===== config.mk =====
export PLATFORM = sky130hd
export DESIGN_NAME = trapezoid_filter_prog
export DESIGN_NICKNAME = d
export VERILOG_FILES = /design/src/rtl/package_settings.sv /design/src/rtl/trapezoid_filter_parameters.sv /design/src/rtl/trapezoid_delay_line.sv /design/src/rtl/trapezoid_filter_prog.sv
export SDC_FILE = /design/constraint.sdc
export NUM_CORES = 2
export LEC_CHECK = 0
export CAP_MARGIN = 15
export CORE_MARGIN = 1.5
export CORE_UTILIZATION = 35
export DETAILED_ROUTE_END_ITERATION = 7
export PLACE_DENSITY_LB_ADDON = 0.25
export SYNTH_ARGS = -nofsm -noshare
export SYNTH_HDL_FRONTEND = slang
export SYNTH_SLANG_ARGS = --single-unit

===== constraint.sdc =====
create_clock -name clk -period 8.4 [get_ports clk]
set_input_delay 2.1 -clock clk [delete_from_list [all_inputs] [get_ports clk]]
set_output_delay 2.1 -clock clk [all_outputs]
set_load 0.01 [all_outputs]

===== src/rtl/package_settings.sv =====
// Data-path widths shared across the ADC processing chain.
package package_settings;

    localparam int SIZE_ADC_DATA    = 12;
    localparam int SIZE_FILTER_DATA = 12;

endpackage


===== src/rtl/trapezoid_filter_parameters.sv =====
// Defaults, shared types and the configuration legality rule for the programmable trapezoid shaper.
package trapezoid_filter_parameters;

    localparam int DEFAULT_MAX_DEPTH   = 64;
    localparam int DEFAULT_ACC_WIDTH   = 32;
    localparam int DEFAULT_M_WIDTH     = 10;
    localparam int DEFAULT_SHIFT_WIDTH = 5;

    typedef logic signed [DEFAULT_ACC_WIDTH-1:0] acc_t;

    typedef enum logic {
        FILL = 1'b0,
        RUN  = 1'b1
    } fill_state_t;

    function automatic logic cfg_legal(input int k, input int l, input int max_depth);
        return (k >= 1) && (k <= l) && (k + l <= max_depth);
    endfunction

endpackage


===== src/rtl/trapezoid_delay_line.sv =====
// Circular sample history with fill tracking; presents x(n), x(n-k), x(n-l), x(n-k-l),
// reading zero for any tap older than the samples seen since the last clear.
module trapezoid_delay_line
    import package_settings::*, trapezoid_filter_parameters::*;
#(
    parameter int  MAX_DEPTH = DEFAULT_MAX_DEPTH,
    localparam int LEN_W     = $clog2(MAX_DEPTH + 1),
    localparam int PTR_W     = $clog2(MAX_DEPTH)
) (
    input  logic                     clk,
    input  logic                     rst_n,
    input  logic                     clear_i,
    input  logic                     accept_i,
    input  logic [SIZE_ADC_DATA-1:0] sample_i,
    input  logic [LEN_W-1:0]         k_i,
    input  logic [LEN_W-1:0]         l_i,
    output logic [SIZE_ADC_DATA-1:0] x_n_o,
    output logic [SIZE_ADC_DATA-1:0] x_nk_o,
    output logic [SIZE_ADC_DATA-1:0] x_nl_o,
    output logic [SIZE_ADC_DATA-1:0] x_nkl_o,
    output logic                     settled_o
);

    logic [SIZE_ADC_DATA-1:0] mem_q [MAX_DEPTH];
    logic [PTR_W-1:0]         wr_ptr_q;
    logic [LEN_W-1:0]         fill_cnt_q;
    logic [LEN_W-1:0]         fill_next;
    logic [LEN_W-1:0]         span;
    fill_state_t              state_q;

    // The slot about to be overwritten still holds x(n-MAX_DEPTH), so a tap of MAX_DEPTH is valid.
    function automatic logic [SIZE_ADC_DATA-1:0] tap(input logic [LEN_W-1:0] t);
        int idx;
        idx = int'(wr_ptr_q) - int'(t);
        if (idx < 0) idx += MAX_DEPTH;
        return (fill_cnt_q >= t) ? mem_q[idx[PTR_W-1:0]] : '0;
    endfunction

    assign fill_next = fill_cnt_q + LEN_W'(1);
    assign span      = k_i + l_i;
    assign x_n_o     = sample_i;
    assign x_nk_o    = tap(k_i);
    assign x_nl_o    = tap(l_i);
    assign x_nkl_o   = tap(span);
    assign settled_o = (state_q == RUN) || (fill_next == span);

    // NOTE: history storage has no reset; stale entries are masked by fill_cnt_q until rewritten.
    always_ff @(posedge clk) begin
        if (accept_i && !clear_i) mem_q[wr_ptr_q] <= sample_i;
    end

    // NOTE: sequential state uses non-blocking assignments so every register samples pre-edge values.
    always_ff @(posedge clk or negedge rst_n) begin
        if (!rst_n) begin
            wr_ptr_q   <= '0;
            fill_cnt_q <= '0;
            state_q    <= FILL;
        end else if (clear_i) begin
            wr_ptr_q   <= '0;
            fill_cnt_q <= '0;
            state_q    <= FILL;
        end else if (accept_i) begin
            wr_ptr_q <= (wr_ptr_q == PTR_W'(MAX_DEPTH - 1)) ? '0 : wr_ptr_q + PTR_W'(1);
            case (state_q)
                FILL: begin
                    fill_cnt_q <= fill_next;
                    if (fill_next == span) state_q <= RUN;
                end
                default: state_q <= RUN;
            endcase
        end
    end

endmodule


===== src/rtl/trapezoid_filter_prog.sv =====
// Runtime-programmable trapezoidal pulse shaper: d/p/r/s recursion over a circular history,
// arithmetic output shift and clip to the unsigned filter width, with fill/settle tracking.
module trapezoid_filter_prog
    import package_settings::*, trapezoid_filter_parameters::*;
#(
    parameter int  MAX_DEPTH   = DEFAULT_MAX_DEPTH,
    parameter int  ACC_WIDTH   = DEFAULT_ACC_WIDTH,
    parameter int  M_WIDTH     = DEFAULT_M_WIDTH,
    parameter int  SHIFT_WIDTH = DEFAULT_SHIFT_WIDTH,
    localparam int LEN_W       = $clog2(MAX_DEPTH + 1)
) (
    input  logic                        clk,
    input  logic                        reset,
    input  logic [SIZE_ADC_DATA-1:0]    in_data,
    input  logic                        in_valid,
    input  logic [LEN_W-1:0]            cfg_k,
    input  logic [LEN_W-1:0]            cfg_l,
    input  logic [M_WIDTH-1:0]          cfg_m,
    input  logic [SHIFT_WIDTH-1:0]      cfg_shift,
    input  logic                        cfg_load,
    output logic [SIZE_FILTER_DATA-1:0] out_data,
    output logic                        out_valid,
    output logic                        out_settled,
    output logic                        out_sat,
    output logic                        cfg_err
);

    logic [LEN_W-1:0]       k_q, l_q;
    logic [M_WIDTH-1:0]     m_q;
    logic [SHIFT_WIDTH-1:0] shift_q;
    logic                   cfg_err_q;
    logic                   load_ok, accept, settled;
    logic [SIZE_ADC_DATA-1:0] x_n, x_nk, x_nl, x_nkl;

    assign load_ok = cfg_load && cfg_legal(int'(cfg_k), int'(cfg_l), MAX_DEPTH);
    assign accept  = in_valid && !load_ok;

    always_ff @(posedge clk or negedge reset) begin
        if (!reset) begin
            k_q       <= LEN_W'(1);
            l_q       <= LEN_W'(2);
            m_q       <= '0;
            shift_q   <= '0;
            cfg_err_q <= 1'b0;
        end else if (cfg_load) begin
            cfg_err_q <= !load_ok;
            if (load_ok) begin
                k_q     <= cfg_k;
                l_q     <= cfg_l;
                m_q     <= cfg_m;
                shift_q <= cfg_shift;
            end
        end
    end

    trapezoid_delay_line #(.MAX_DEPTH(MAX_DEPTH)) u_delay (
        .clk       (clk),
        .rst_n     (reset),
        .clear_i   (load_ok),
        .accept_i  (accept),
        .sample_i  (in_data),
        .k_i       (k_q),
        .l_i       (l_q),
        .x_n_o     (x_n),
        .x_nk_o    (x_nk),
        .x_nl_o    (x_nl),
        .x_nkl_o   (x_nkl),
        .settled_o (settled)
    );

    logic signed [ACC_WIDTH-1:0] d_d, d_q, d2_q, p_q, r_q, s_q, m_ext, v;
    logic [SIZE_FILTER_DATA-1:0] clip_d, out_data_q;
    logic                        sat_d, out_sat_q, out_valid_q, out_settled_q;
    logic                        v1_q, v2_q, v3_q, v4_q, set1_q, set2_q, set3_q, set4_q;

    assign d_d   = ACC_WIDTH'(x_n) - ACC_WIDTH'(x_nk) - ACC_WIDTH'(x_nl) + ACC_WIDTH'(x_nkl);
    assign m_ext = ACC_WIDTH'(m_q);

    // NOTE: every combinational output gets a default first so no path leaves it unassigned (no latch).
    always_comb begin
        v      = s_q >>> shift_q;
        clip_d = '0;
        sat_d  = 1'b1;
        if (v[ACC_WIDTH-1]) begin
            clip_d = '0;
        end else if (|v[ACC_WIDTH-2:SIZE_FILTER_DATA]) begin
            clip_d = '1;
        end else begin
            clip_d = v[SIZE_FILTER_DATA-1:0];
            sat_d  = 1'b0;
        end
    end

    // Valid bits travel with each sample; accumulators advance only on their stage's valid.
    always_ff @(posedge clk or negedge reset) begin
        if (!reset) begin
            {v1_q, v2_q, v3_q, v4_q}         <= '0;
            {set1_q, set2_q, set3_q, set4_q} <= '0;
            d_q <= '0; d2_q <= '0; p_q <= '0; r_q <= '0; s_q <= '0;
            out_data_q    <= '0;
            out_valid_q   <= 1'b0;
            out_sat_q     <= 1'b0;
            out_settled_q <= 1'b0;
        end else if (load_ok) begin
            {v1_q, v2_q, v3_q, v4_q} <= '0;
            p_q           <= '0;
            s_q           <= '0;
            out_valid_q   <= 1'b0;
            out_settled_q <= 1'b0;
        end else begin
            v1_q   <= accept;
            set1_q <= settled;
            if (accept) d_q <= d_d;
            v2_q   <= v1_q;
            set2_q <= set1_q;
            if (v1_q) begin
                p_q  <= p_q + d_q;
                d2_q <= d_q;
            end
            v3_q   <= v2_q;
            set3_q <= set2_q;
            if (v2_q) r_q <= p_q + m_ext * d2_q;
            v4_q   <= v3_q;
            set4_q <= set3_q;
            if (v3_q) s_q <= s_q + r_q;
            out_valid_q <= v4_q;
            if (v4_q) begin
                out_data_q    <= clip_d;
                out_sat_q     <= sat_d;
                out_settled_q <= set4_q;
            end
        end
    end

    assign out_data    = out_data_q;
    assign out_valid   = out_valid_q;
    assign out_sat     = out_sat_q;
    assign out_settled = out_settled_q;
    assign cfg_err     = cfg_err_q;

endmodule


# Word-level counts from Yosys, hierarchy flattened
# Memory sizes are Yosys's and may differ from the RTL's.
# Index checks and enable logic that the tools add are counted.
[classes]
mul = 1
mux = 33
div_mod_pow = 0
n_shift = 1
eq_ne = 3
addsub = 16
n_bitwise = 1
magnitude_cmp = 9
reduce_logical = 18
[ops]
columns = ["cell", "count"]
rows = [
  ["$mux 32", 4],
  ["$add 32x32->32", 3],
  ["$mux 12", 5],
  ["$mux 6", 6],
  ["$mul 11x32->32", 1],
  ["$sshr 32x5->32", 1],
  ["$add 6x1->6 const B", 4],
  ["$lt 8x1->1 const B", 3],
  ["$sub 6x7->8", 3],
  ["$ge 7x7->1", 3],
  ["$mux 7", 3],
  ["$reduce_or 19->1", 1],
  ["$add 14x13->15", 1],
  ["$mux 1", 15],
  ["$sub 13x13->14", 1],
  ["$sub 12x12->13", 1],
  ["$reduce_and 2->1", 6],
  ["$add 7x7->8", 1],
  ["$le 8x7->1 const B", 1],
  ["$reduce_bool 2->1", 4],
  ["$add 7x1->7 const B", 1],
  ["$add 7x7->7", 1],
  ["$eq 7x7->1", 1],
  ["$ge 7x1->1 const B", 1],
  ["other kinds (7)", 11],
]
[totals]
latch_bits = 0
mem_bits_ro = 0
memories = 1
mem_bits_rw = 768
regBits = 227
word_cells = 108
[memory_table]
columns = ["memory", "words", "width", "read_ports", "rd_ports_with_merged_regs", "write_ports", "line", "rtl"]
rows = [
  ["u_delay.mem_q", 64, 12, 3, 0, 1, "trapezoid_delay_line.sv:24", "logic [SIZE_ADC_DATA-1:0] mem_q [MAX_DEPTH];"],
]

# Logic depth before layout (Yosys ltp)
[logic_depth]
word_depth = 9
depth_mapped = 30

# By module
# A second synthesis with hierarchy kept.
[unflattened]
hier_cells = 4609
hier_area_um2 = 64734.6
[by_module_without_submodules]
columns = ["mod", "area_per_inst_um2", "seq_area_each_um2", "instances", "cells_per_inst"]
rows = [
  ["trapezoid_delay_line", 44064.8, 23412.5, 1, 2256],
  ["trapezoid_filter_prog", 20669.8, 4481.8, 1, 2353],
]

# Worst setup path before layout
# OpenSTA, ideal clock, no wires.
[synth_timing]
path_type = "flip-flop to flip-flop"
start = "reg u_delay.wr_ptr_q[0]"
end = "reg d_q[11]"
setup_ns = 0.135
required_ns = 8.265
path_stages_with_launch = 27
arrival_ns = 6.467
period_less_slack_ns = 6.602
path_slack_ns = 1.798
path_cell_list = "dfrtp_1 -> inv_1 -> ha_1 -> fa_1 -> buf_2 -> clkbuf_1 -> clkbuf_1 -> mux4_2 -> mux4_2 -> a211oi_1 -> a211oi_1 -> ha_1 -> fa_1 -> o21ai_0 -> a31oi_1 -> o21bai_1 -> a21o_1 -> xnor2_1 -> fa_1 -> inv_1 -> ha_1 -> and3_1 -> a211oi_1 -> o21ai_0 -> a21oi_1 -> xor2_1 -> o21ai_0"
[synth_via]
elab_chain_len = 8
[synth_rtl]
columns = ["item", "line", "rtl"]
rows = [
  ["from (decl)", "trapezoid_delay_line.sv:25", "logic [PTR_W-1:0] wr_ptr_q;"],
  ["from (signal assigned)", "trapezoid_delay_line.sv:63", "wr_ptr_q <= (wr_ptr_q == PTR_W'(MAX_DEPTH - 1)) ? '0 : wr_ptr_q + PTR_W'(1);"],
  ["$sub 6x7->8", "trapezoid_delay_line.sv:34", "idx = int'(wr_ptr_q) - int'(t);"],
  ["$lt 8x1->1 or $add 6x1->6 (tied branches)", "trapezoid_delay_line.sv:35", "if (idx < 0) idx += MAX_DEPTH;"],
  ["$mux 6", "trapezoid_delay_line.sv:35", ""],
  ["$mem_v2 64x12 (*)", "--", ""],
  ["$mux 12", "trapezoid_delay_line.sv:36", "return (fill_cnt_q >= t) ? mem_q[idx[PTR_W-1:0]] : '0;"],
  ["$sub 12x12->13", "trapezoid_filter_prog.sv:76", "assign d_d = ACC_WIDTH'(x_n) - ACC_WIDTH'(x_nk) - ACC_WIDTH'(x_nl) + ACC_WIDTH'(x_nkl);"],
  ["$sub 13x13->14", "trapezoid_filter_prog.sv:76", ""],
  ["$add 14x13->15 (*)", "trapezoid_filter_prog.sv:76", ""],
  ["to (signal assigned)", "trapezoid_filter_prog.sv:99", "d_q <= '0; d2_q <= '0; p_q <= '0; r_q <= '0; s_q <= '0;"],
  ["to (signal assigned)", "trapezoid_filter_prog.sv:113", "if (accept) d_q <= d_d;"],
  ["to (decl)", "trapezoid_filter_prog.sv:71", "logic signed [ACC_WIDTH-1:0] d_d, d_q, d2_q, p_q, r_q, s_q, m_ext, v;"],
]
# Every way passes the cells marked *; elsewhere a longest branch is shown, timed or not.
# A chain may end at the register's enable or synchronous reset.

# Worst setup path in the final report
[layout_timing]
start = "reg u_delay.wr_ptr_q[0]"
end = "reg d_q[13]"
# The elaborated chain is that of the path after synthesis.

==> summary.md <==
| Metric | Value |
|---|---|
| Status | `finished clean` |
| Fin crit period | `7.835 ns` |
| Worst EP arrival | `8.47 ns` |
| Period utilization | `0.9328` |
| Port Buffer Count | `60` |
| Setup TNS | `0 ns` |
| Post-synth net total | `4,940` |
| Largest family of logic cells by synthesized area | `multiplexers` |
| Clk_skew | `0.06203 ns` |
| Hold Path Origin | `set1_q$_DFFE_PN0N_` |
| Die Ht | `432.2 um` |
| Async SR Flop Fraction | `0.2008` |
| Synth warnings | `0` |
| DRT iter0 DRCs | `4,643` |
| # clock sinks | `961` |
| Die W | `432.2 um` |
| Register area | `0.02790 sq mm` |
| Element type at the critical path start | `flop` |
| Routed wire length | `195,300 um` |
| Adder-Cell Fraction of Synth Area | `0.1062` |
| Num CTS Buffers | `106` |
| Layout cell share with drive strength beyond 1 | `0.2587` |
| Crit path max-delay family | `adder cells` |
| Complex-gate fraction of the synthesized area | `0.06122` |
| Seq/Total Area, Yosys | `0.4326` |
| Clock buffer depth | `3` |
| Hold WC Path Type | `reg2reg` |
| Placeable core area | `0.1831 sq mm` |
| Most common cell on crit path | `o21ai_0` |
| Final hold vios | `0` |
| Critical path cell sequence | `inv_1, ha_4, fa_4, buf_12, buf_4, mux4_2, mux4_2, mux2i_1, a211o_1, ha_1, a21o_1, a31oi_1, o21bai_1, a21o_1, xnor2_1, fa_1, inv_1, ha_1, and3_1, a211oi_1, o21ai_0, a21oi_1, o21ai_0, o21ai_0` |
| Critical path startpoint | `u_delay.wr_ptr_q[0]$_DFFE_PN0P_` |
| Detailed Routing Iterations Pass 1 | `5` |
| H-tree depth | `3` |
| Avg WL per Cell | `27.60 um` |
| Pin count of the biggest net entering global routing | `85` |
| Mapped Cells | `4,472` |
| FMAX | `127.6 MHz` |
| Slowest cell on crit path | `fa_4` |
| # setup viols final | `0` |
| Clk Latency, worst-skew pair | `0.76 ns` |
| Vias in the first global route | `41,850` |
| # diodes | `0` |
| Die ar. | `0.1868 sq mm` |
| Placed cell count | `6,878` |
| Seq cells post-synth | `961` |
| Count of cells resized by post-cts repair | `0` |
| Wire length of the first global-routing pass | `287,300 um` |
| Distinct cells, synth | `91` |
| Row cnt | `157` |
| Number of routed nets with antenna violations | `0` |
| Drt drc | `0` |
| Mapped cell area | `0.06448 sq mm` |
| EDFF count, synth | `768` |
| Crit path kind | `reg2reg` |
| Min Hold Slack | `0.4778 ns` |
| Nets | `4,990` |
| Max-Slew Margin vs Limit | `0.1123` |
| Hold Buf Count CTS | `0` |
| CTS tree | `yes` |
| Final Non-Filler Cells | `7,076` |
| RSZ-0062 raised after global routing | `false` |
| Worst path required time | `9.03 ns` |
| P&R area growth vs syn | `11.85%` |
| Multi-input logic area | `0.03411 sq mm` |
| Buf/Inv on CP | `4` |
| Gpl congestion | `0.8791` |
| Max_cap viols | `0` |
| Root buf cell | `clkbuf_16` |
| Initial Util | `0.3522` |
| CP endpoint kind | `flop` |
| Initial antenna violation count | `8` |
| Area share of xor/xnor cells in the synthesized design | `0.01807` |
| Fin. max-slew vios | `0` |
| Syn Area/Cell | `14.42 sq um` |
| Post-DP HPWL | `130,000 um` |
| Vias | `41,460` |
| Worst-path fanout max | `64` |
| Total Routing Usage GR | `0.2089` |
| Synth Area in Simple Gates | `0.05786` |
| CTS clk-pin slew, worst paths | `0.06 ns` |
| Dominant synthesized flop cell | `edfxtp_1` |
| Slowest stage delay, CP | `1.27 ns` |
| Slew @ Worst Pin | `1.324 ns` |
| GRT Residual Overflow | `0` |
| Mux contribution to synthesized area | `0.2827` |
| Setup bufs post-CTS | `0` |
| Worst reg2reg path startpoint | `u_delay.wr_ptr_q[0]$_DFFE_PN0P_` |
| Vias per inst | `5.859` |
| I/O pins | `61` |
| Final-layout fill cell count | `16,970` |
## registers in the layout (all words and copies together) (netlist names), 5 cells and up
register,count
out_data,12
u_delay.wr_ptr_q,6
d_q,15
m_q,10
u_delay.fill_cnt_q,7
u_delay.mem_q,768
s_q,32
shift_q,5
r_q,32
l_q,7
k_q,7
d2_q,15
p_q,32
## cells in the final DEF, fill, tap and decap left out, types with 37 or more instances in the layout
cell	instances
edfxtp_1	768
buf_4	154
ha_1	213
fa_1	204
clkdlybuf4s50_1	47
xor2_1	46
dfrtp_1	190
o21ai_0	126
and2_1	64
nor3_1	37
nor2_1	216
a21oi_1	136
a211oi_1	74
inv_1	362
nand2_1	284
mux2_2	50
a21o_1	75
mux4_2	735
nor2b_1	53
nand3_1	40
mux2i_1	105
xnor2_1	75
clkbuf_16	107
## final timing paths
kind | endpoint | slack [ns] | cells after the start
min | set1_q$_DFFE_PN0N_ | 0.48 | 2
max | d_q[13]$_DFFE_PN0P_ | 0.56 | 24
max reg2reg | d_q[13]$_DFFE_PN0P_ | 0.56 | 24
max in group asynchronous | m_q[1]$_DFFE_PN0P_ | 5.61 | 2
min in group asynchronous | out_data[3]$_DFFE_PN0P_ | 1.34 | 1
min reg2reg | set1_q$_DFFE_PN0N_ | 0.48 | 2
## per-layer routing
| layer | vias up | wire length [um] | global-route usage |
|---|---|---|---|
| met4 | 8 | 6385 | 0.06436 |
| met2 | 2031 | 92040 | 0.3336 |
| met3 | 302 | 16740 | 0.04547 |
| met5 | - | 35 | 0 |
| li1 | 17490 | - | - |
| met1 | 21630 | 80060 | 0.2845 |
## final cells by class
class / count / area share
clock buffer: 124 / 0.03829
clock inverter: 74 / 0.01122
inverter: 368 / 0.01915
multi-input combinational: 2852 / 0.4730
sequential: 961 / 0.3868
tap: 2464 / 0.04275
timing repair buffer: 233 / 0.02887
## cell usage after synthesis, types with 29 or more instances
master	n	area, sq um
nand2_1	284	1066
nor2_1	216	810.8
a21oi_1	136	680.7
ha_1	216	2703
fa_1	207	4144
xor2_1	49	429.2
and2_1	64	400.4
mux2_2	50	563.0
a21o_1	75	563.0
mux2i_1	105	1051
nor2b_1	53	331.6
clkbuf_1	149	559.3
buf_2	111	555.5
o21ai_0	126	630.6
a211oi_1	74	555.5
nor3_1	37	185.2
nand3_1	40	200.2
dfrtp_1	191	4780
inv_1	362	1359
xnor2_1	84	735.7
edfxtp_1	768	23060
nand2b_1	29	181.4
mux4_2	735	16550
## stage by stage
stage	cell area (sq um)	setup WS [ns]	util
final	72120	0.5646	0.3939
after detailed placement	68550	0.6577	0.3744
after floorplan	64480	1.798	-
after global routing	72120	0.1216	0.3939
after global placement	68550	0.7012	0.3744
after CTS	72120	0.6322	0.3939
## kinds of logic after synthesis
family | count (synthesis)
DFF | 961
xor gates and xnor gates | 133
AOI/OAI and AO/OA | 599
and+or+nand+nor | 803
buffers and inverters | 659
adders and majority gates | 423
muxes | 894
## worst min-delay path, stage by stage, from the launching register on
cell and delay, ns:
dfrtp_1 0.34, nand2_1 0.04, o21ai_0 0.06
Power is left out: the tool's default activity adds up to more than one toggle a clock period on the data nets, which glitch-free logic cannot reach.
